--- src/rtl/uart_tx_arbiter_if.sv ---
// Bundle of requester and transmitter signals around uart_tx_arbiter.
// master: the arbiter's view; slave: the requesters/transmitter side.
interface uart_tx_arbiter_if;
    logic       req0;
    logic       req1;
    logic [7:0] data0;
    logic [7:0] data1;
    logic       par0;
    logic       par1;
    logic       ack0;
    logic       ack1;
    logic [7:0] tx_data;
    logic       tx_parity;
    logic       tx_start;
    logic       tx_done;
    logic       busy;
    logic       grant;
    logic       timeout_err;

    modport master (
        input  req0, req1, data0, data1, par0, par1, tx_done,
        output ack0, ack1, tx_data, tx_parity, tx_start, busy, grant, timeout_err
    );

    modport slave (
        output req0, req1, data0, data1, par0, par1, tx_done,
        input  ack0, ack1, tx_data, tx_parity, tx_start, busy, grant, timeout_err
    );
endinterface

--- src/rtl/uart_tx_arbiter.sv ---
// Round-robin arbiter/sequencer in front of the UART transmitter.
// Grants one of two byte requesters, pulses tx_start once, holds the grant
// until tx_done, then acks the owner.
// Optional: define UART_ARB_TIMEOUT_EN to force completion (with timeout_err)
// when the transmitter never reports tx_done.
module uart_tx_arbiter #(
    parameter int unsigned TIMEOUT_CYCLES = 8192,
    parameter int unsigned TO_W           = 16
) (
    input  logic              clk,
    input  logic              reset,
    uart_tx_arbiter_if.master bus
);

    typedef enum logic [1:0] {
        StIdle  = 2'd0,
        StStart = 2'd1,
        StWait  = 2'd2,
        StAck   = 2'd3
    } state_e;

    state_e     state_q, state_d;
    logic [7:0] tx_data_q;
    logic       tx_parity_q;
    logic       grant_q;
    logic       last_grant_q;
    logic       take;
    logic       sel;
    logic       timeout_hit;
    logic       timeout_q;

    // Pick a requester: a lone request wins, a tie goes to the one not served last.
    always_comb begin
        take = 1'b0;
        sel  = 1'b0;
        if (bus.req0 && bus.req1) begin
            take = 1'b1;
            sel  = ~last_grant_q;
        end else if (bus.req0) begin
            take = 1'b1;
            sel  = 1'b0;
        end else if (bus.req1) begin
            take = 1'b1;
            sel  = 1'b1;
        end
    end

    // State register.
    always_ff @(posedge clk or posedge reset) begin
        if (reset) begin
            state_q <= StIdle;
        end else begin
            state_q <= state_d;
        end
    end

    // Next-state logic; tx_done outside WAIT is simply dropped.
    always_comb begin
        state_d = state_q;
        case (state_q)
            StIdle:  if (take) state_d = StStart;
            StStart: state_d = StWait;
            StWait:  if (bus.tx_done || timeout_hit) state_d = StAck;
            StAck:   state_d = StIdle;
            default: state_d = StIdle;
        endcase
    end

    // Latch the winner's byte on grant; remember the owner once its frame is acked.
    always_ff @(posedge clk or posedge reset) begin
        if (reset) begin
            tx_data_q    <= 8'h00;
            tx_parity_q  <= 1'b0;
            grant_q      <= 1'b0;
            last_grant_q <= 1'b1;
        end else begin
            if (state_q == StIdle && take) begin
                tx_data_q   <= sel ? bus.data1 : bus.data0;
                tx_parity_q <= sel ? bus.par1 : bus.par0;
                grant_q     <= sel;
            end
            if (state_q == StAck) begin
                last_grant_q <= grant_q;
            end
        end
    end

`ifdef UART_ARB_TIMEOUT_EN
    // Hit one WAIT cycle early so the forced ACK lands as the count reaches the limit.
    localparam logic [TO_W-1:0] ToHit = TO_W'(TIMEOUT_CYCLES - 2);

    logic [TO_W-1:0] to_cnt_q;

    // WAIT-cycle counter, cleared outside WAIT.
    always_ff @(posedge clk or posedge reset) begin
        if (reset) begin
            to_cnt_q <= '0;
        end else if (state_q == StWait) begin
            to_cnt_q <= to_cnt_q + 1'b1;
        end else begin
            to_cnt_q <= '0;
        end
    end

    assign timeout_hit = (state_q == StWait) && (to_cnt_q == ToHit);

    // Remember that the coming ACK is forced; a real tx_done on that edge wins.
    always_ff @(posedge clk or posedge reset) begin
        if (reset) begin
            timeout_q <= 1'b0;
        end else begin
            timeout_q <= timeout_hit && !bus.tx_done;
        end
    end
`else
    logic unused_cfg;

    assign timeout_hit = 1'b0;
    assign timeout_q   = 1'b0;
    assign unused_cfg  = (TIMEOUT_CYCLES < 32'd2) || (TO_W == 32'd0);
`endif

    // Moore outputs decoded from registered state only.
    always_comb begin
        bus.tx_start    = (state_q == StStart);
        bus.ack0        = (state_q == StAck) && !grant_q;
        bus.ack1        = (state_q == StAck) && grant_q;
        bus.timeout_err = (state_q == StAck) && timeout_q;
        bus.busy        = (state_q != StIdle);
        bus.grant       = grant_q;
        bus.tx_data     = tx_data_q;
        bus.tx_parity   = tx_parity_q;
    end

endmodule

--- src/flat_wrapper.sv ---
// flat-port wrapper written by rule: the top's interface ports become plain ports
module uart_tx_arbiter_flat 
#(
    parameter int unsigned TIMEOUT_CYCLES = 8192,
    parameter int unsigned TO_W           = 16
)
  (clk, reset, bus_req0, bus_req1, bus_data0, bus_data1, bus_par0, bus_par1, bus_tx_done, bus_ack0, bus_ack1, bus_tx_data, bus_tx_parity, bus_tx_start, bus_busy, bus_grant, bus_timeout_err);
  uart_tx_arbiter_if bus_i ();
  input  logic clk;
  input  logic reset;
  input wire logic [$bits(bus_i.req0)-1:0] bus_req0;
  input wire logic [$bits(bus_i.req1)-1:0] bus_req1;
  input wire logic [$bits(bus_i.data0)-1:0] bus_data0;
  input wire logic [$bits(bus_i.data1)-1:0] bus_data1;
  input wire logic [$bits(bus_i.par0)-1:0] bus_par0;
  input wire logic [$bits(bus_i.par1)-1:0] bus_par1;
  input wire logic [$bits(bus_i.tx_done)-1:0] bus_tx_done;
  output wire logic [$bits(bus_i.ack0)-1:0] bus_ack0;
  output wire logic [$bits(bus_i.ack1)-1:0] bus_ack1;
  output wire logic [$bits(bus_i.tx_data)-1:0] bus_tx_data;
  output wire logic [$bits(bus_i.tx_parity)-1:0] bus_tx_parity;
  output wire logic [$bits(bus_i.tx_start)-1:0] bus_tx_start;
  output wire logic [$bits(bus_i.busy)-1:0] bus_busy;
  output wire logic [$bits(bus_i.grant)-1:0] bus_grant;
  output wire logic [$bits(bus_i.timeout_err)-1:0] bus_timeout_err;
  assign bus_i.req0 = bus_req0;
  assign bus_i.req1 = bus_req1;
  assign bus_i.data0 = bus_data0;
  assign bus_i.data1 = bus_data1;
  assign bus_i.par0 = bus_par0;
  assign bus_i.par1 = bus_par1;
  assign bus_i.tx_done = bus_tx_done;
  assign bus_ack0 = bus_i.ack0;
  assign bus_ack1 = bus_i.ack1;
  assign bus_tx_data = bus_i.tx_data;
  assign bus_tx_parity = bus_i.tx_parity;
  assign bus_tx_start = bus_i.tx_start;
  assign bus_busy = bus_i.busy;
  assign bus_grant = bus_i.grant;
  assign bus_timeout_err = bus_i.timeout_err;
  uart_tx_arbiter #(.TIMEOUT_CYCLES(TIMEOUT_CYCLES), .TO_W(TO_W)) u_core (.clk(clk), .reset(reset), .bus(bus_i));
endmodule
--- config.mk ---
export PLATFORM = sky130hd
export DESIGN_NAME = uart_tx_arbiter_flat
export DESIGN_NICKNAME = d
export VERILOG_FILES = /design/src/rtl/uart_tx_arbiter_if.sv /design/src/rtl/uart_tx_arbiter.sv /design/src/flat_wrapper.sv
export SDC_FILE = /design/constraint.sdc
export NUM_CORES = 1
export LEC_CHECK = 0
export BUFFER_PORTS_ARGS = -buffer_cell sky130_fd_sc_hd__buf_2
export CAP_MARGIN = 20
export CORE_ASPECT_RATIO = 1.2
export CORE_MARGIN = 5
export CORE_UTILIZATION = 45
export CTS_BUF_LIST = sky130_fd_sc_hd__clkbuf_8
export CTS_CLUSTER_SIZE = 16
export DETAILED_ROUTE_END_ITERATION = 12
export PLACE_DENSITY = 0.83
export SETUP_SLACK_MARGIN = 0.5
export SLEW_MARGIN = 20
export SYNTH_ARGS = -nofsm -noshare
export SYNTH_HDL_FRONTEND = slang
export SYNTH_SLANG_ARGS = --single-unit
--- constraint.sdc ---
create_clock -name clk -period 1.9 [get_ports clk]
set_clock_uncertainty 0.2 [all_clocks]
set_input_delay 0.19 -clock clk [delete_from_list [all_inputs] [get_ports clk]]
set_output_delay 0.19 -clock clk [all_outputs]
set_load 0.02 [all_outputs]
==> results of run 1 <==
-- metrics by stage --
stage                     hold WS [ns]  instance area [sq um]  power, mW
after floorplan                 -0.134                    724       1.13
after global placement          0.0272                    892       1.31
after detailed placement        0.0352                    892       1.34
after CTS                     0.000301                   1250       1.97
after global routing            0.0239                   1310       2.28
final                         -0.00135                   1310       2.16
-- timing repair --
action	4_1_cts	5_1_grt
hold buffers	13	0
resized for setup	27	7
gates cloned	3	0
hold endpoints to repair	20	0
pin swaps	3	1
endpoints found under the setup margin	16	17
setup buffers	8	5
-- placed cells by master, fill, tap and decap left out, drive strengths merged --
| cell | count |
|---|---|
| nor2b | 1 |
| conb | 1 |
| buf | 53 |
| mux2 | 2 |
| dlygate4sd3 | 13 |
| o21a | 1 |
| clkbuf | 3 |
| inv | 7 |
| ha | 5 |
| dfstp | 1 |
| and2 | 1 |
| nor2 | 9 |
| a21oi | 1 |
| o22ai | 1 |
| a21boi | 1 |
| dfrtp | 12 |
| nand2 | 18 |
| nor3b | 1 |
| a31oi | 9 |
| a21bo | 1 |
| o32a | 1 |
-- metal layers --
| metal | part of all wire [%] | vias to the layer above | track usage, % | routed length (um) |
|---|---|---|---|---|
| met4 | 3.3 | 0 | 15.2 | 94 |
| met5 | 0 | - | 0 | 0 |
| met3 | 5.6 | 8 | 3.34 | 159 |
| met2 | 56 | 42 | 43.8 | 1600 |
| met1 | 35 | 399 | 26.3 | 992 |
| li1 | - | 381 | - | - |
-- registers in the layout (all words and copies together) (netlist names) --
name / cells
u_core.bus.tx_data: 8
u_core.bus.tx_parity: 1
u_core.bus.grant: 1
u_core.state_q: 2
u_core.last_grant_q: 1
-- where the power goes --
group | internal (mW) | total [mW] | switching, mW
clock network | 0.143 | 0.249 | 0.106
registers | 0.435 | 0.573 | 0.138
logic | 0.678 | 1.33 | 0.657
-- area by class of cell --
| type | count | area (sq um) | area share, % |
|---|---|---|---|
| timing repair buffer | 66 | 479 | 36.7 |
| inverter | 6 | 25.0 | 1.92 |
| sequential | 13 | 329 | 25.2 |
| clock inverter | 1 | 3.75 | 0.287 |
| clock buffer | 3 | 41.3 | 3.16 |
| multi-input combinational | 53 | 407 | 31.1 |
| tap | 17 | 21.3 | 1.63 |
-- synth_stat cells (all sizes together) --
cell type / count
a21bo: 1
a21boi: 1
a21oi: 1
a31oi: 9
and2: 1
buf: 4
conb: 1
dfrtp: 12
dfstp: 1
ha: 5
inv: 6
mux2: 2
nand2: 18
nor2: 9
nor2b: 1
nor3b: 1
o21a: 1
o22ai: 1
o32a: 1
-- logic make-up (layout without fill, tap and decap cells) --
family | Yosys count | after routing | synth area share (%)
AND/OR/NAND/NOR | 30 | 30 | 17.8
multiplexers | 2 | 2 | 3.16
flip-flops | 13 | 13 | 45.9
AO/OA/AOI/OAI | 15 | 15 | 14.9
buffers and inverters | 10 | 76 | 8.96
other | 1 | 1 | 0.527
adder cells (fa/ha/maj) | 5 | 5 | 8.79
-- worst max-delay path, delay by kind of cell, from the launching register on --
family	cells	cell delay, ns
AOI/OAI and AO/OA	1	0.17
and+or+nand+nor	1	0.15
buffers and inverters	1	0.09
DFF	1	0.43
adders and majority gates	1	0.17
muxes	1	0.32
-- worst paths after layout --
check | start | endpoint
min in group asynchronous | reset | u_core.bus.tx_data[1]
hold / removal | bus_data1[7] | u_core.bus.tx_data[7]
max in group asynchronous | reset | u_core.last_grant_q
hold reg to reg | u_core.bus.tx_data[7] | u_core.bus.tx_data[7]
setup / recovery | u_core.state_q[0] | u_core.state_q[1]
setup reg to reg | u_core.state_q[0] | u_core.state_q[1]
==> metrics, run 1 <==
ant diodes=0; min-delay worst type=in2reg; Fillers=67; clock transition at the registers of the reported paths=about 0.06 ns; CTS tree=done; Crit path arrival time=1.58 ns; Initial Util=about half; Area contributors post-synth=dfrtp_1 (42%), nand2_1 (9.5%), ha_1 (8.8%); port bufs=36; final setup margin=0.253 ns; Synth area leader=dfrtp_1; RSZ-0062 raised after global routing=yes; post-synthesis sequential area ratio=45.9%; Synth Warn #=0; synthesis-to-layout area growth=83.5%; Post-Syn Area=712 sq um; cell leakage power=between 0.6 and 0.7 nW; Total GRT Usage=24.5%; post-place setup slack=~0.22 ns; reg2reg path depth=5; Hold Fails Final Rpt=1; syn avg cell area=about 9.4 sq um; share of layout cells above drive strength 1=about 56%; Yosys top cell area share=between 40% and 50%; clock sink total=13; die footprint=0.00248 sq mm; violated checks=hold timing; Setup Crit Path Kind=reg2reg; Hold Crit Depth=3; # setup viols final=0; Mapped Cells=76; first-pass GRT wire length=between 4000 and 5000 um; CP max stage delay=about 0.43 ns; Final Core Density=89.2%; maxcap violations=0; DRC violation count after routing=0; antenna-violating nets left=0; Routed wire per std cell=between 15 and 20 um; routability cong.=a little under 0.7; CTS Buf Count=3; nets=about 170; slowest cell on the critical path=dfrtp_2; r2r setup slk=approximately 0.25 ns; CTS max path bufs=2; Yosys cell types=21; setup TNS=0 ns; core area=~0.0015 sq mm; Net Count, Synth=roughly 100; crit start category=flop; Final min period=approximately 1.6 ns; status=complete, but fails checks; Layout Cells excl Fill=approximately 160; vias in the first global route=between 800 and 900; Setup crit end kind=flop; Max Fanout on Critical Path=4; DRT Wirelength=roughly 2800 um; H-tree depth=1; largest net degree at the start of global routing=14; chip width=about 46 um; pins over their slew limit=0; gr ovfl total=0; total number of vias=830; Synth Register Bits=13; Root Buffer=clkbuf_8; CP required=~1.8 ns; Power Density=approximately 1700 mW/mm^2; drt initial violations=16; fmax=between 600 and 700 MHz; clock latency on the worst-skew pair=~0.25 ns; dpl hpwl=roughly 1300 um; Rows=15; die height=about 54 um; vias per std cell=5.22; dpl cells=between 100 and 150; crit path cell chain=inv_2, ha_4, nor3b_4, a21oi_2, mux2_4; final hold slack=-0.00135 ns; initial antenna violation count=0; final period utilization=between 80 and 90%; Max VDD drop=about 1.0 mV; DRT Pass-1 Iters=4; io pins=38
No activity file was read; power rests on OpenSTA's default activity.
==> run 2: changes to the inputs <==
--- a/config.mk
+++ b/config.mk
@@ -13,8 +13,8 @@
 export CTS_BUF_LIST = sky130_fd_sc_hd__clkbuf_8
 export CTS_CLUSTER_SIZE = 16
 export DETAILED_ROUTE_END_ITERATION = 12
-export PLACE_DENSITY = 0.83
-export SETUP_SLACK_MARGIN = 0.5
+export PLACE_DENSITY = 0.91
+export SETUP_SLACK_MARGIN = 0.15
 export SLEW_MARGIN = 20
 export SYNTH_ARGS = -nofsm -noshare
 export SYNTH_HDL_FRONTEND = slang
==> run 2 against run 1 <==
- clock-buffer cell count is the same
- utilization shrank 23 points
- worst hold slack is essentially flat
- the run still ends with hold timing left
- critical path depth is the same
- critical endpoint unchanged
- register-to-register slack lost 0.03 ns
- sequential share of layout area grew 8.3 points
- highest routed layer unchanged
- worst setup slack lost 0.027 ns
- die area is the same
==> metrics, run 2 (same netlist as run 1, synthesis figures left out) <==
Max Fanout on Critical Path=4; most frequent cells in the layout=buf_2 (36), nand2_1 (18), dfrtp_1 (12), nor2_1 (9), a31oi_1 (9); pins over their slew limit=0; Worst Hold Endpoint=u_core.bus.tx_data[2]; Hold Fails Final Rpt=4; clock sink total=13; status=complete, but fails checks; CP max stage delay=approximately 0.38 ns; die height=53.6 um; share of layout cells above drive strength 1=between 40% and 50%; Hold Crit Depth=3; reg2reg path depth=5; port bufs=36; fmax=approximately 600 MHz; Crit path arrival time=approximately 1.6 ns; largest net degree at the start of global routing=20; total number of vias=between 600 and 700; first-pass GRT wire length=2710 um; Power Density=roughly 1600 mW/mm^2; ant diodes=0; final setup margin=around 0.23 ns; worst path bufs/invs=1; Fillers=between 100 and 150; Rows=15; crit start category=flop; chip width=~46 um; clock transition at the registers of the reported paths=approximately 0.050 ns; CP required=around 1.8 ns; final hold slack=-0.00113 ns; die footprint=between 0.002 and 0.0025 sq mm; Max VDD drop=0.736 mV; Total GRT Usage=15.8%; delay-heaviest family, CP=flip-flops; vias in the first global route=approximately 650; slowest cell on the critical path=dfrtp_1; core area=roughly 0.0015 sq mm; stages on the worst setup path=5; violated checks=hold timing; drt initial violations=3; H-tree depth=1; CTS Buf Count=3; DRT Pass-1 Iters=3; reg-to-reg endpoint=u_core.state_q[1]; min-delay worst type=in2reg; final period utilization=88.1%; antenna-violating nets left=0; nets=roughly 150; reg-to-reg startpoint=u_core.state_q[1]; dpl hpwl=about 1400 um; DRT Wirelength=1750 um; Setup Crit Path Kind=reg2reg; crit path cell chain=inv_1, ha_1, nor3b_2, a21oi_2, mux2_2; routability cong.=around 0.73; hold_sp=bus_data1[2]; DRC violation count after routing=0; setup TNS=0 ns; initial antenna violation count=0; Routed wire per std cell=about 13 um; Final min period=about 1.7 ns; CTS max path bufs=2; vias per std cell=a little under 5; clock latency on the worst-skew pair=0.24 ns; io pins=38; gr ovfl total=0; # setup viols final=0; Setup crit end kind=flop; post-place setup slack=0.122 ns; Largest register FFs=8; RSZ-0062 raised after global routing=no; CTS tree=done; r2r setup slk=approximately 0.23 ns; Root Buffer=clkbuf_8; most common cell after layout, fill and taps aside=buf_2; synthesis-to-layout area growth=37.1%; cell leakage power=a little over 0.5 nW; maxcap violations=0; Initial Util=approximately 49%
[run 2: cell count changes in the layout (fill, tap and decap cells not counted), moves of 3 or more]
cell,before,now
buf_2,33,36
inv_1,4,7
dlygate4sd3_1,13,4
nor2_1,5,9
nor2_2,4,0
buf_6,9,0
buf_4,11,2
ha_4,3,0
ha_1,2,5
[run 2: area by class of cell]
class / instances / area, sq um / share of cell area, %
inverters: 6 / 22.5 / 2.31
well taps: 17 / 21.3 / 2.18
clock buffers: 3 / 41.3 / 4.23
multi-input cells: 53 / 325 / 33.3
repair buffers: 42 / 235 / 24.1
clock inverters: 1 / 3.75 / 0.385
flip-flops and latches: 13 / 327 / 33.5
[run 2: worst max path at each step]
stage                      start                end  slack (ns)
3_3_place_gp   u_core.state_q[0]  u_core.state_q[1]        0.25
6_report       u_core.state_q[1]  u_core.state_q[1]        0.23
2_1_floorplan  u_core.state_q[0]  u_core.state_q[1]        0.28
5_1_grt        u_core.state_q[0]           bus_ack1        0.16
3_5_place_dp   u_core.state_q[0]  u_core.state_q[1]        0.12
4_1_cts        u_core.state_q[0]  u_core.state_q[1]        0.18
[run 2: worst min-delay path, cell delays in order]
cell and delay, ns:
buf_2 0.09, nand2_1 0.04, a31oi_1 0.07
[run 2: timing repair]
item,CTS,global route
buffers inserted,0,1
resized for setup,1,0
hold buffers,4,0
hold endpoints to repair,15,0
pin swaps,0,0
setup endpoints to repair,1,1
[run 2: layer usage]
metal  GRT usage, %  wire length (um)  vias to the layer above
li1               -                 -                      334
met1           15.5               562                      302
met2           28.4              1030                       21
met3           3.01               112                        5
met4           11.4                49                        0
met5              0                 0                        -
[run 2: report_power, final]
| part | internal [mW] | switching, mW | total (mW) |
|---|---|---|---|
| sequential | 0.431 | 0.0892 | 0.520 |
| clock | 0.142 | 0.0923 | 0.235 |
| combinational | 0.338 | 0.490 | 0.829 |
| total | 0.911 | 0.672 | 1.58 |
[run 2: stage by stage]
stage          area [sq um]  instances  total power, mW  utilization, %
2_1_floorplan           712         76             1.11               -
3_3_place_gp            880        126             1.28            60.1
3_5_place_dp            880        126             1.34            60.1
4_1_cts                 968        134             1.59            66.2
5_1_grt                 976        135             1.70            66.7
6_report                976        135             1.58            66.7
